--- src/rtl/ft245_bus_if.sv ---
// FT245 bus controller signal bundle: SoC-side TX/RX byte streams plus the
// FIFO pin-side strobes, data and synchronized status flags.
interface ft245_bus_if;
  logic       tx_valid;
  logic [7:0] tx_data;
  logic       tx_ready;
  logic       rx_valid;
  logic [7:0] rx_data;
  logic       rx_ready;
  logic [7:0] uart_rdata;
  logic [7:0] uart_wdata;
  logic       uart_txe;
  logic       uart_rxf;
  logic       uart_wr;
  logic       uart_rd;

  // Controller side
  modport master (
    input  tx_valid, tx_data, rx_ready, uart_rdata, uart_txe, uart_rxf,
    output tx_ready, rx_valid, rx_data, uart_wdata, uart_wr, uart_rd
  );

  // SoC / pad side
  modport slave (
    output tx_valid, tx_data, rx_ready, uart_rdata, uart_txe, uart_rxf,
    input  tx_ready, rx_valid, rx_data, uart_wdata, uart_wr, uart_rd
  );
endinterface

--- src/rtl/ft245_bus_ctrl.sv ---
// FT245 parallel FIFO sequencer: one-entry TX/RX holding buffers, fair
// read/write arbitration and registered, mutually exclusive RD/WR strobes
// followed by a fixed status-recovery window.
module ft245_bus_ctrl #(
  parameter int RD_CYCLES      = 4,
  parameter int WR_CYCLES      = 4,
  parameter int RECOVER_CYCLES = 6
) (
  input  logic          clk,
  input  logic          reset,
  ft245_bus_if.master   bus,
  output logic          busy
);

  localparam int MAX_RW = (RD_CYCLES > WR_CYCLES) ? RD_CYCLES : WR_CYCLES;
  localparam int MAX_N  = (MAX_RW > RECOVER_CYCLES) ? MAX_RW : RECOVER_CYCLES;
  localparam int CW     = $clog2(MAX_N) + 1;

  typedef enum logic [1:0] {IDLE, RD_PULSE, WR_PULSE, RECOVER} state_t;

  state_t        state, state_n;
  logic [CW-1:0] cnt, cnt_n;
  logic          rd_q, rd_n;
  logic          wr_q, wr_n;
  logic [7:0]    wdata_q;
  logic          last_wr, last_wr_n;
  logic          tx_full;
  logic [7:0]    tx_buf;
  logic          rx_full;
  logic [7:0]    rx_q;
  logic          can_rd, can_wr;
  logic          rx_load, tx_clear, wdata_load;

  assign bus.tx_ready   = ~tx_full;
  assign bus.rx_valid   = rx_full;
  assign bus.rx_data    = rx_q;
  assign bus.uart_wdata = wdata_q;
  assign bus.uart_wr    = wr_q;
  assign bus.uart_rd    = rd_q;
  assign busy           = (state != IDLE);

  // Next-state, next-strobe and buffer-control decode
  always_comb begin
    state_n    = state;
    cnt_n      = cnt;
    rd_n       = 1'b0;
    wr_n       = 1'b0;
    last_wr_n  = last_wr;
    rx_load    = 1'b0;
    tx_clear   = 1'b0;
    wdata_load = 1'b0;
    can_rd     = ~bus.uart_rxf & ~rx_full;
    can_wr     = ~bus.uart_txe & tx_full;
    case (state)
      IDLE: begin
        // Read wins when it is alone or when the previous grant was a write
        if (can_rd && (!can_wr || last_wr)) begin
          state_n   = RD_PULSE;
          cnt_n     = CW'(RD_CYCLES - 1);
          rd_n      = 1'b1;
          last_wr_n = 1'b0;
        end else if (can_wr) begin
          state_n    = WR_PULSE;
          cnt_n      = CW'(WR_CYCLES - 1);
          wr_n       = 1'b1;
          wdata_load = 1'b1;
          last_wr_n  = 1'b1;
        end
      end
      RD_PULSE: begin
        if (cnt == '0) begin
          rx_load = 1'b1;
          state_n = RECOVER;
          cnt_n   = CW'(RECOVER_CYCLES - 1);
        end else begin
          cnt_n = cnt - 1'b1;
          rd_n  = 1'b1;
        end
      end
      WR_PULSE: begin
        if (cnt == '0) begin
          tx_clear = 1'b1;
          state_n  = RECOVER;
          cnt_n    = CW'(RECOVER_CYCLES - 1);
        end else begin
          cnt_n = cnt - 1'b1;
          wr_n  = 1'b1;
        end
      end
      RECOVER: begin
        if (cnt == '0) begin
          state_n = IDLE;
        end else begin
          cnt_n = cnt - 1'b1;
        end
      end
      default: state_n = IDLE;
    endcase
  end

  // State, counter, registered strobes and write data
  always_ff @(posedge clk) begin
    if (reset) begin
      state   <= IDLE;
      cnt     <= '0;
      rd_q    <= 1'b0;
      wr_q    <= 1'b0;
      wdata_q <= '0;
      last_wr <= 1'b1;
    end else begin
      state   <= state_n;
      cnt     <= cnt_n;
      rd_q    <= rd_n;
      wr_q    <= wr_n;
      last_wr <= last_wr_n;
      if (wdata_load) wdata_q <= tx_buf;
    end
  end

  // One-entry TX and RX holding buffers
  always_ff @(posedge clk) begin
    if (reset) begin
      tx_full <= 1'b0;
      tx_buf  <= '0;
      rx_full <= 1'b0;
      rx_q    <= '0;
    end else begin
      if (tx_clear) begin
        tx_full <= 1'b0;
      end else if (bus.tx_valid && !tx_full) begin
        tx_full <= 1'b1;
        tx_buf  <= bus.tx_data;
      end
      if (rx_load) begin
        rx_full <= 1'b1;
        rx_q    <= bus.uart_rdata;
      end else if (rx_full && bus.rx_ready) begin
        rx_full <= 1'b0;
      end
    end
  end

endmodule

--- src/flat_wrapper.sv ---
// flat-port wrapper written by rule: the top's interface ports become plain ports
module ft245_bus_ctrl_flat 
#(
  parameter int RD_CYCLES      = 4,
  parameter int WR_CYCLES      = 4,
  parameter int RECOVER_CYCLES = 6
)
  (clk, reset, busy, bus_tx_valid, bus_tx_data, bus_rx_ready, bus_uart_rdata, bus_uart_txe, bus_uart_rxf, bus_tx_ready, bus_rx_valid, bus_rx_data, bus_uart_wdata, bus_uart_wr, bus_uart_rd);
  ft245_bus_if bus_i ();
  input  logic clk;
  input  logic reset;
  output logic busy;
  input wire logic [$bits(bus_i.tx_valid)-1:0] bus_tx_valid;
  input wire logic [$bits(bus_i.tx_data)-1:0] bus_tx_data;
  input wire logic [$bits(bus_i.rx_ready)-1:0] bus_rx_ready;
  input wire logic [$bits(bus_i.uart_rdata)-1:0] bus_uart_rdata;
  input wire logic [$bits(bus_i.uart_txe)-1:0] bus_uart_txe;
  input wire logic [$bits(bus_i.uart_rxf)-1:0] bus_uart_rxf;
  output wire logic [$bits(bus_i.tx_ready)-1:0] bus_tx_ready;
  output wire logic [$bits(bus_i.rx_valid)-1:0] bus_rx_valid;
  output wire logic [$bits(bus_i.rx_data)-1:0] bus_rx_data;
  output wire logic [$bits(bus_i.uart_wdata)-1:0] bus_uart_wdata;
  output wire logic [$bits(bus_i.uart_wr)-1:0] bus_uart_wr;
  output wire logic [$bits(bus_i.uart_rd)-1:0] bus_uart_rd;
  assign bus_i.tx_valid = bus_tx_valid;
  assign bus_i.tx_data = bus_tx_data;
  assign bus_i.rx_ready = bus_rx_ready;
  assign bus_i.uart_rdata = bus_uart_rdata;
  assign bus_i.uart_txe = bus_uart_txe;
  assign bus_i.uart_rxf = bus_uart_rxf;
  assign bus_tx_ready = bus_i.tx_ready;
  assign bus_rx_valid = bus_i.rx_valid;
  assign bus_rx_data = bus_i.rx_data;
  assign bus_uart_wdata = bus_i.uart_wdata;
  assign bus_uart_wr = bus_i.uart_wr;
  assign bus_uart_rd = bus_i.uart_rd;
  ft245_bus_ctrl #(.RD_CYCLES(RD_CYCLES), .WR_CYCLES(WR_CYCLES), .RECOVER_CYCLES(RECOVER_CYCLES)) u_core (.clk(clk), .reset(reset), .bus(bus_i), .busy(busy));
endmodule
--- config.mk ---
export PLATFORM = sky130hd
export DESIGN_NAME = ft245_bus_ctrl_flat
export DESIGN_NICKNAME = d
export VERILOG_FILES = /design/src/rtl/ft245_bus_if.sv /design/src/rtl/ft245_bus_ctrl.sv /design/src/flat_wrapper.sv
export SDC_FILE = /design/constraint.sdc
export NUM_CORES = 1
export LEC_CHECK = 0
export CORE_MARGIN = 3
export CORE_UTILIZATION = 40
export DETAILED_ROUTE_END_ITERATION = 6
export GPL_TIMING_DRIVEN = 0
export PLACE_DENSITY = 0.68
export REMOVE_ABC_BUFFERS = 1
export SYNTH_ARGS = -nofsm -noshare
export SYNTH_HDL_FRONTEND = slang
export SYNTH_SLANG_ARGS = --single-unit
--- constraint.sdc ---
create_clock -name clk -period 2.1 [get_ports clk]
set_input_delay 0.21 -clock clk [delete_from_list [all_inputs] [get_ports clk]]
set_output_delay 0.21 -clock clk [all_outputs]
set_load 0.005 [all_outputs]
## Yosys cells after proc, flatten, opt, wreduce, memory -nomap -nowiden

Index checks and enable logic that the tools add are counted.

- Register bits: 35
- Bits in latches: 0
- Memory bits (writable): 0
- Memory bits (read-only): 0
- Bits of input ports: 22
- Output and inout bits: 21
- Word-level logic and storage cells: 66
- Memories kept: 0

- Add/sub/neg operators: 1
- Multiply operators: 0
- Divide/modulo/power cells: 0
- Order comparisons: 0
- Equal/unequal tests: 7
- Shifts and indexed selects: 0
- Mux-type cells: 24
- Bitwise gates (word level): 7
- Reductions and logical operators: 17

Operators with widths:

| operator | number |
|---|---|
| 2-to-1 mux 4 bit | 4 |
| 2-to-1 mux 1 bit | 12 |
| one-hot mux 4 bit (3 select lines) | 1 |
| 2-to-1 mux 2 bit | 4 |
| one-hot mux 2 bit (3 select lines) | 1 |
| AND reduction 2 bit | 3 |
| nonzero test 2 bit | 3 |
| inverter 1 bit | 5 |
| == test 2 bit, second input constant | 2 |
| zero test 4 bit | 1 |
| != test 2 x 1 -> 1 bit, second input constant | 2 |
| one-hot mux 1 bit (2 select lines) | 2 |
| OR reduction 2 bit | 2 |
| subtractor 4 x 1 -> 4 bit, second input constant | 1 |
| logical AND 1 bit | 3 |
| != test 3 x 1 -> 1 bit, second input constant | 1 |
| AND reduction 3 bit | 1 |
| AND 1 bit | 2 |
| == test 2 x 1 -> 1 bit, second input constant | 1 |
| zero test 1 bit | 2 |
| zero test 2 bit | 1 |
| != test 2 bit, second input constant | 1 |
| logical OR 1 bit | 1 |

## Logic depth before layout (Yosys ltp)

Gate-level depths: netlist (run 1).

- Word-level depth: 7
- Mapped depth: 7
- Gate-level depth less buffers: 5

## Worst setup path after synthesis (run 1)

Ideal clock, no wire load.

- Kind: register to register
- Start point: reg u_core.state[0]
- End point: reg u_core.cnt[2]
- Library setup time: 0.075 ns
- Arrival: 1.516 ns
- Required time: 2.025 ns
- Path slack: 0.509 ns
- Stages on the path, launching flop included: 7
- Path buffers: 1
- Period minus slack after synthesis: 1.591 ns
- Cells stage by stage: dfxtp_1 -> inv_1 -> ha_1 -> buf_6 -> o21bai_1 -> or4b_1 -> o22ai_1

- Cells in the longest elaborated chain, start to end: 3
- Elaborated cells on any way between the ends: 9
- Classes of those cells: eq/ne: 5; mux: 1; reduce/logical: 3

RTL lines:

| what | RTL line | text |
|---|---|---|
| start, declared | ft245_bus_ctrl.sv:21 | `state_t state, state_n;` |
| start signal, assigned | ft245_bus_ctrl.sv:111 | `state <= state_n;` |
| == test 2 x 1 -> 1 bit (tied with other cells) | ft245_bus_ctrl.sv:54 | `case (state)` |
| OR reduction 2 bit (no line) (tied with other cells) | - |  |
| one-hot mux 4 bit (3 select lines) or AND reduction 2 bit (tied branches) | - |  |
| end signal, assigned | ft245_bus_ctrl.sv:112 | `cnt <= cnt_n;` |
| end, declared | ft245_bus_ctrl.sv:22 | `logic [CW-1:0] cnt, cnt_n;` |

Several ways; a longest one is shown, not always the timed one.
A chain may end at the register's enable or synchronous reset.

## Worst setup path after layout (run 1)

- Start point: reg u_core.state[0]
- End point: out busy

- Cells in the longest elaborated chain, start to end: 1

RTL lines:

| what | RTL line | text |
|---|---|---|
| nonzero test 2 bit | ft245_bus_ctrl.sv:40 | `assign busy = (state != IDLE);` |
| end, declared | flat_wrapper.sv:12 | `output logic busy;` |

Every way passes these cells.

==> flow_summary.yaml, run 1 <==
pwr:
  leakagePower_nw: 0.800
  power_density_nw_per_um2: 1130
  power_mw: 2.44
  peakVddDrop_uv: 561
die:
  io_pins: 43
  die_y_um: 69.5
  dieArea_um2: 4820
  rows: 22
  core_um2: 3770
  die_w_um: 69.5
  initial_core_util: 0.427
cts:
  post-cts-setup-buffer-count: 0
  htree_levels: 2
  cts_tree: "done"
  clkLatencyLatePin_ns: 0.29
  cts_hold_buf: 0
  numClockSinks: 35
  cts.clk_slew.worst_paths_ns: 0.07
  root_buffer: "clkbuf_8"
  cts_buffer_depth: 2
  cts_buffers: 5
  post_cts_resized: 2
synthesis:
  ys_types: 44
  synth_ff_type: "dfxtp_1"
  async_flop_share: 0
  avgSynthCellArea_um2: 8.75
  synth_cells: 184
  synth.ff_latch_count: 35
  seq_area_frac_synth: 0.435
  synth_warnings: 0
  synth_edf_count: 0
  netlist_area_um2: 1610
grt:
  grt_use_total: 0.174
  grt_pass1_wl_um: 6830
  grt-ovfl-total: 0
  grt_pass1_vias: 1455
  grt_max_degree: 28
  antenna_found_initial: 0
sta:
  period_share: 0.946
  post-route-min-period_ns: 1.99
  finClkSkew_ns: 0.00666
  slew_violations: 0
  fmax_mhz: 504
  rsz0062_at_grt: "false"
  relSlewSlack: 0.326
  hold_viol_final: 0
  setup_viol: 0
  setup_slack_ns: 0.114
  worst-slew-pin-transition_ns: 1.01
  hold-worst-slack_ns: 0.456
finish:
  final_cells: 272
  layout_common_cells: "clkdlybuf4s50_1 (41), nand2_1 (37), dfxtp_1 (35), a21oi_1 (19), mux2i_1 (9)"
  final_common_cell: "clkdlybuf4s50_1"
  area_delta_synth_final_pct: 34.3
  drive_gt1_frac: 0.0670
  diodes: 0
  fin_nets: 250
placement:
  post-place-ws_ns: -0.397
  dpl.cell_count: 264
  gp_congestion: 0.737
  hpwl_um: 2880
  port_buffers: 42
outcome:
  outcome: "finished clean"
critical_path:
  cp_cell_sequence: "inv_1 > ha_1 > inv_1 > clkdlybuf4s50_1"
  crit_type: "reg2out"
  cpMaxStageDelayCell: "clkdlybuf4s50_1"
  critPathTopFamily: "buffers and inverters"
  path_max_fanout: 10
  arrival_ns: 1.78
  path_buf_inv: 3
  crit_top_cell: "inv_1"
  cp.required_ns: 1.89
  cp-start-kind: "flop"
  end_kind: "output port"
  cpPeakStageDelay_ns: 0.52
min_path:
  min_path_type: "reg2reg"
routing:
  drc: 0
  drt_iter0_drc: 70
  wl_um: 4020
  vias: 1450
  firstDrtPassIters: 4
  detail-route-antenna-nets: 0
  avgRoutedWirePerCell_um: 14.8
  via_per_inst: 5.33
flow_run:
  max-cap-violations: 0
## cells in the mapped netlist, drive strengths merged, types with 2 or more instances
master	instances	share of area
a211oi	2	0.0093
a21oi	20	0.069
a2bb2oi	2	0.015
buf	2	0.0093
clkbuf	8	0.019
dfxtp	35	0.44
ha	5	0.039
inv	7	0.016
mux2i	9	0.056
nand2	37	0.086
nand2b	3	0.012
nand3	8	0.025
nor2	6	0.014
nor2b	2	0.0078
nor3	2	0.0062
nor3b	3	0.017
o21ai	8	0.025
o21bai	2	0.0093
or3b	3	0.018
## flip-flops by register name, summed over array words and instances, names as in the netlist
register and cells:
u_core.bus.uart_rd 1, u_core.last_wr 1, u_core.tx_buf 8, u_core.tx_full 1, u_core.bus.rx_valid 1, u_core.bus.rx_data 8
u_core.state 2, u_core.cnt 4, u_core.bus.uart_wr 1, u_core.bus.uart_wdata 8
## power by group
group / internal (mW) / switching (mW)
clock: 0.353 / 0.248
combinational: 0.474 / 0.496
sequential: 0.777 / 0.0897
total: 1.60 / 0.834
## metrics by stage
step           instance area [um^2]  utilization  TNS, ns
2_1_floorplan                  1570            -        0
3_3_place_gp                   2050        0.542    -3.27
3_5_place_dp                   2050        0.542    -4.00
4_1_cts                        2160        0.574        0
5_1_grt                        2160        0.574        0
6_report                       2160        0.574        0
## cell type report
class | instances | area, um^2
Fill cell | 328 | 1610
Inverter | 7 | 26.3
Tap cell | 48 | 60.1
Clock buffer | 5 | 68.8
Clock inverter | 3 | 43.8
Timing Repair Buffer | 42 | 419
Sequential cell | 35 | 701
Multi-Input combinational cell | 132 | 845
## metal layers
layer,vias to the layer above,global-route usage,share of wire
li1,730,-,-
met1,661,0.197,0.41
met2,53,0.308,0.51
met3,6,0.0406,0.060
met4,0,0.0759,0.017
met5,-,0,0
## cell families (layout without fill, tap and decap cells)
family / count (synthesis) / in the layout / share of synthesized area
simple gates: 72 / 72 / 0.228
buf+inv: 17 / 57 / 0.0443
flops: 35 / 35 / 0.435
fa+ha+maj: 5 / 5 / 0.0389
mux: 9 / 9 / 0.0559
compound gates: 46 / 46 / 0.198
## worst register-to-register path: stages (launching register included)
cell	delay (ns)
dfxtp_1	0.35
inv_1	0.10
ha_1	0.34
or3b_1	0.43
or2_1	0.28
a311oi_2	0.24
## final timing paths
check | startpoint | end | cells past startpoint | slack (ns)
hold / removal | u_core.bus.rx_data[3] | u_core.bus.rx_data[3] | 2 | 0.46
hold reg to reg | u_core.bus.rx_data[3] | u_core.bus.rx_data[3] | 2 | 0.46
setup / recovery | u_core.state[0] | busy | 4 | 0.11
setup reg to reg | u_core.state[0] | u_core.state[0] | 5 | 0.27
Power figures use the tool's default switching activity.
==> inputs of run 2 (changes only) <==
- CORE_UTILIZATION: 40 -> 47
- PLACE_DENSITY: 0.68 -> 0.78
- RECOVER_POWER: not set -> 25
==> flow_summary.yaml, run 2 (synthesized netlist as in run 1, its figures left out) <==
sta:
  rsz0062_at_grt: "false"
  hold_viol_final: 0
  slew_violations: 0
  setup_viol: 0
  period_share: 0.928
  fmax_mhz: 513
  finClkSkew_ns: 0.00612
  worst-slew-pin-transition_ns: 1.07
  relSlewSlack: 0.285
  post-route-min-period_ns: 1.95
die:
  io_pins: 43
  rows: 20
  dieArea_um2: 4160
  initial_core_util: 0.511
  die_y_um: 64.5
  die_w_um: 64.5
  core_um2: 3150
finish:
  seqCellArea_um2: 701
  final_common_cell: "nand2_1"
  layout_common_cells: "nand2_1 (37), dfxtp_1 (35), clkdlybuf4s50_1 (28), a21oi_1 (19), dlygate4sd3_1 (13)"
  fillCellCount: 269
  final_cells: 268
  fin_area_um2: 2160
  fin_nets: 250
  drive_gt1_frac: 0.0714
  multiInputGateArea_um2: 847
  area_delta_synth_final_pct: 34.0
  diodes: 0
routing:
  firstDrtPassIters: 4
  wl_um: 3850
  top_layer: "met4"
  via_per_inst: 5.47
  avgRoutedWirePerCell_um: 14.4
  wl_met3_um: 269
  drc: 0
  vias: 1465
  drt_iter0_drc: 83
  met2_length_um: 1880
  wl_met1_um: 1640
  detail-route-antenna-nets: 0
cts:
  htree_levels: 2
  clkLatencyLatePin_ns: 0.34
  cts.clk_slew.worst_paths_ns: 0.11
  cts_tree: "done"
  root_buffer: "clkbuf_4"
  cts_buffers: 5
  numClockSinks: 35
  post-cts-setup-buffer-count: 0
  cts_buffer_depth: 2
min_path:
  min_path_type: "in2reg"
  min_from: "bus_tx_data[2]"
critical_path:
  cpPeakStageDelay_ns: 0.52
  crit_top_cell: "inv_1"
  r2r-start: "u_core.cnt[0]"
  startpoint: "u_core.state[0]"
  crit_type: "reg2out"
  end_kind: "output port"
  cp.required_ns: 1.89
  cp_cell_sequence: "inv_1 > ha_2 > inv_1 > clkdlybuf4s50_1"
  path_max_fanout: 10
  cp-start-kind: "flop"
  cpMaxStageDelayCell: "clkdlybuf4s50_1"
  arrival_ns: 1.74
placement:
  port_buffers: 42
  gp_congestion: 0.883
  dpl_cell_area_um2: 2040
  hpwl_um: 2800
  dpl.cell_count: 260
grt:
  grt_use_total: 0.204
  grt-ovfl-total: 0
  grt_pass1_wl_um: 6600
  grt_pass1_vias: 1454
  grt_max_degree: 28
  antenna_found_initial: 0
pwr:
  peakVddDrop_uv: 693
  power_density_nw_per_um2: 1130
  leakagePower_nw: 0.840
  power_mw: 2.44
flow_run:
  max-cap-violations: 0
outcome:
  outcome: "finished clean"
-- run 2: cell count changes in the layout (fill, tap and decap cells not counted), moves of 5 or more --
cell / before / now
clkbuf_8: 5 / 0
clkbuf_4: 0 / 5
dlygate4sd3_1: 0 / 13
clkdlybuf4s50_1: 41 / 28
-- run 2: path summary, 6_finish.rpt --
kind / end / slack (ns) / cells after the start
worst max-delay path: busy / 0.15 / 4
worst min-delay path: u_core.tx_buf[2] / 0.41 / 3
worst max register to register: u_core.state[0] / 0.31 / 5
worst min register to register: u_core.bus.rx_data[6] / 0.46 / 2
-- run 2: routing by layer --
layer,track usage,vias up
li1,-,720
met1,0.234,678
met2,0.353,63
met3,0.0624,4
met4,0.0765,0
met5,0,-
-- run 2: area by class of cell --
type	count	area share
inverters	7	0.0139
clock buffers	6	0.0191
repair buffers	42	0.196
multi-input cells	132	0.393
well taps	44	0.0255
flip-flops and latches	35	0.325
clock inverters	2	0.0278
-- run 2: timing repair --
item	4_1_cts	5_1_grt
setup endpoints to repair	0	19
hold buffers	0	0
resized for setup	0	4
-- run 2: stage by stage --
step / worst slack [ns] / TNS [ns] / hold slack [ns] / utilization
4_1_cts: 0.0564 / 0 / 0.399 / 0.679
3_3_place_gp: -0.236 / -2.14 / 0.442 / 0.647
2_1_floorplan: 0.497 / 0 / 0.278 / -
3_5_place_dp: -0.296 / -2.62 / 0.452 / 0.647
5_1_grt: 0.0684 / 0 / 0.408 / 0.684
6_report: 0.150 / 0 / 0.413 / 0.684
-- run 2: worst max-delay path, delay by kind of cell (launching register included) --
kind                       cells  cell delay [ns]
adders and majority gates      1             0.25
buffers and inverters          3             0.76
DFF                            1             0.40
-- run 2: report_power, final --
part / leakage [nW] / internal (mW) / switching (mW) / total [mW]
Clock: 0.0525 / 0.372 / 0.226 / 0.598
Combinational: 0.502 / 0.474 / 0.505 / 0.978
Sequential: 0.286 / 0.776 / 0.0854 / 0.861
==> inputs of run 3 (changes only) <==
==> constraint.sdc (replaced) <==
create_clock -name clk -period 2.1 [get_ports clk]
set_input_delay 0.42 -clock clk [delete_from_list [all_inputs] [get_ports clk]]
set_output_delay 0.42 -clock clk [all_outputs]
set_load 0.005 [all_outputs]
==> flow_summary.yaml, run 3 (synthesized netlist as in run 1, its figures left out) <==
routing:
  wl_um: 3830
  via_per_inst: 5.47
  firstDrtPassIters: 4
  avgRoutedWirePerCell_um: 14.3
  vias: 1466
  drc: 0
  drt_iter0_drc: 92
  detail-route-antenna-nets: 0
sta:
  hold_viol_final: 0
  finClkSkew_ns: 0.00633
  slew_violations: 0
  setup_viol: 0
  post-route-min-period_ns: 2.01
  relSlewSlack: 0.459
  worst-slew-pin-transition_ns: 0.810
  period_share: 0.959
  setup_slack_ns: 0.0869
  fmax_mhz: 497
  tns_ns: 0
  rsz0062_at_grt: "false"
placement:
  hpwl_um: 2800
  post-place-ws_ns: -0.506
  port_buffers: 42
  gp_congestion: 0.883
pwr:
  power_density_nw_per_um2: 1140
  peakVddDrop_uv: 703
  power_mw: 2.46
  leakagePower_nw: 0.818
finish:
  area_delta_synth_final_pct: 34.1
  layout_common_cells: "nand2_1 (37), dfxtp_1 (33), clkdlybuf4s50_1 (32), a21oi_1 (19)"
  fillCellCount: 270
  fin_nets: 250
  final_common_cell: "nand2_1"
  diodes: 0
  drive_gt1_frac: 0.0848
grt:
  antenna_found_initial: 0
  grt_use_total: 0.204
  grt_pass1_wl_um: 6570
  grt_max_degree: 28
  grt_pass1_vias: 1464
  grt-ovfl-total: 0
critical_path:
  reg2reg_depth: 5
  cp.required_ns: 1.68
  end_kind: "output port"
  r2r-start: "u_core.cnt[0]"
  arrival_ns: 1.59
  r2r-end: "u_core.state[0]"
  cp-start-kind: "flop"
  crit_type: "reg2out"
  r2r_setup_slack_ns: 0.29
  path_max_fanout: 10
outcome:
  outcome: "finished clean"
cts:
  cts_tree: "done"
  numClockSinks: 35
  clkLatencyLatePin_ns: 0.34
  post-cts-setup-buffer-count: 0
  cts.clk_slew.worst_paths_ns: 0.11
  htree_levels: 2
  cts_buffers: 5
  root_buffer: "clkbuf_4"
  cts_buffer_depth: 2
die:
  core_um2: 3150
  die_y_um: 64.5
  dieArea_um2: 4160
  die_w_um: 64.5
  io_pins: 43
  initial_core_util: 0.511
  rows: 20
min_path:
  min_from: "u_core.bus.rx_data[6]"
  min_delay_path_depth: 2
  hold-path-endpoint: "u_core.bus.rx_data[6]"
  min_path_type: "reg2reg"
flow_run:
  max-cap-violations: 0
==> run 3: changes by cell type in the layout (fill, tap and decap cells not counted), moves of 2 or more <==
cell	delta
dfxtp_1	-2
dlygate4sd3_1	-4
clkdlybuf4s50_1	+4
dfxtp_2	+2
==> run 3: timing repair <==
item	CTS	global route
setup endpoints to repair	11	20
pin swaps	0	0
hold buffers	0	0
gates resized for setup	6	4
==> run 3: cell type report <==
type                            count  area [um^2]  share of cell area
Clock inverter                      2         60.1              0.0278
Timing Repair Buffer               42          415               0.192
Sequential cell                    35          703               0.326
Clock buffer                        6         41.3              0.0191
Inverter                            7         30.0              0.0139
Tap cell                           44         55.1              0.0255
Multi-Input combinational cell    132          855               0.396
==> run 3: metal layers <==
metal  track usage  vias up  routed length [um]
met2         0.351       62                1860
met5             0        -                   0
met1         0.232      676                1610
met4        0.0818        0                  57
li1              -      722                   -
met3        0.0676        6                 305
==> run 3: where the power goes <==
group	switching (mW)	leakage (nW)	internal, mW
combinational	0.516	0.479	0.484
sequential	0.0859	0.286	0.779
clock	0.224	0.0525	0.372
==> run 3: worst max-delay path: stages, from the launching register on <==
cell and delay [ns]:
dfxtp_2 0.37, inv_1 0.10, ha_4 0.21, inv_2 0.09, clkdlybuf4s50_1 0.50
==> run 3: worst max-delay path by stage <==
| stage | start | end | slack (ns) | depth (start not counted) |
|---|---|---|---|---|
| after global placement | reset | u_core.state[1] | -0.45 | 4 |
| after global routing | u_core.state[0] | busy | 0.02 | 4 |
| final | u_core.state[0] | busy | 0.09 | 4 |
| after detailed placement | reset | u_core.state[1] | -0.51 | 4 |
| after CTS | reset | u_core.state[1] | 0.01 | 4 |
| after floorplan | u_core.state[0] | u_core.state[0] | 0.50 | 5 |
==> run 3: through the flow <==
step | hold WS, ns | cells | instance area [um^2] | util
floorplan | 0.435 | 174 | 1570 | -
global placement | 0.442 | 260 | 2040 | 0.647
CTS | 0.467 | 268 | 2150 | 0.682
finish | 0.464 | 268 | 2160 | 0.685
global route | 0.489 | 268 | 2160 | 0.685
detailed placement | 0.452 | 260 | 2040 | 0.647
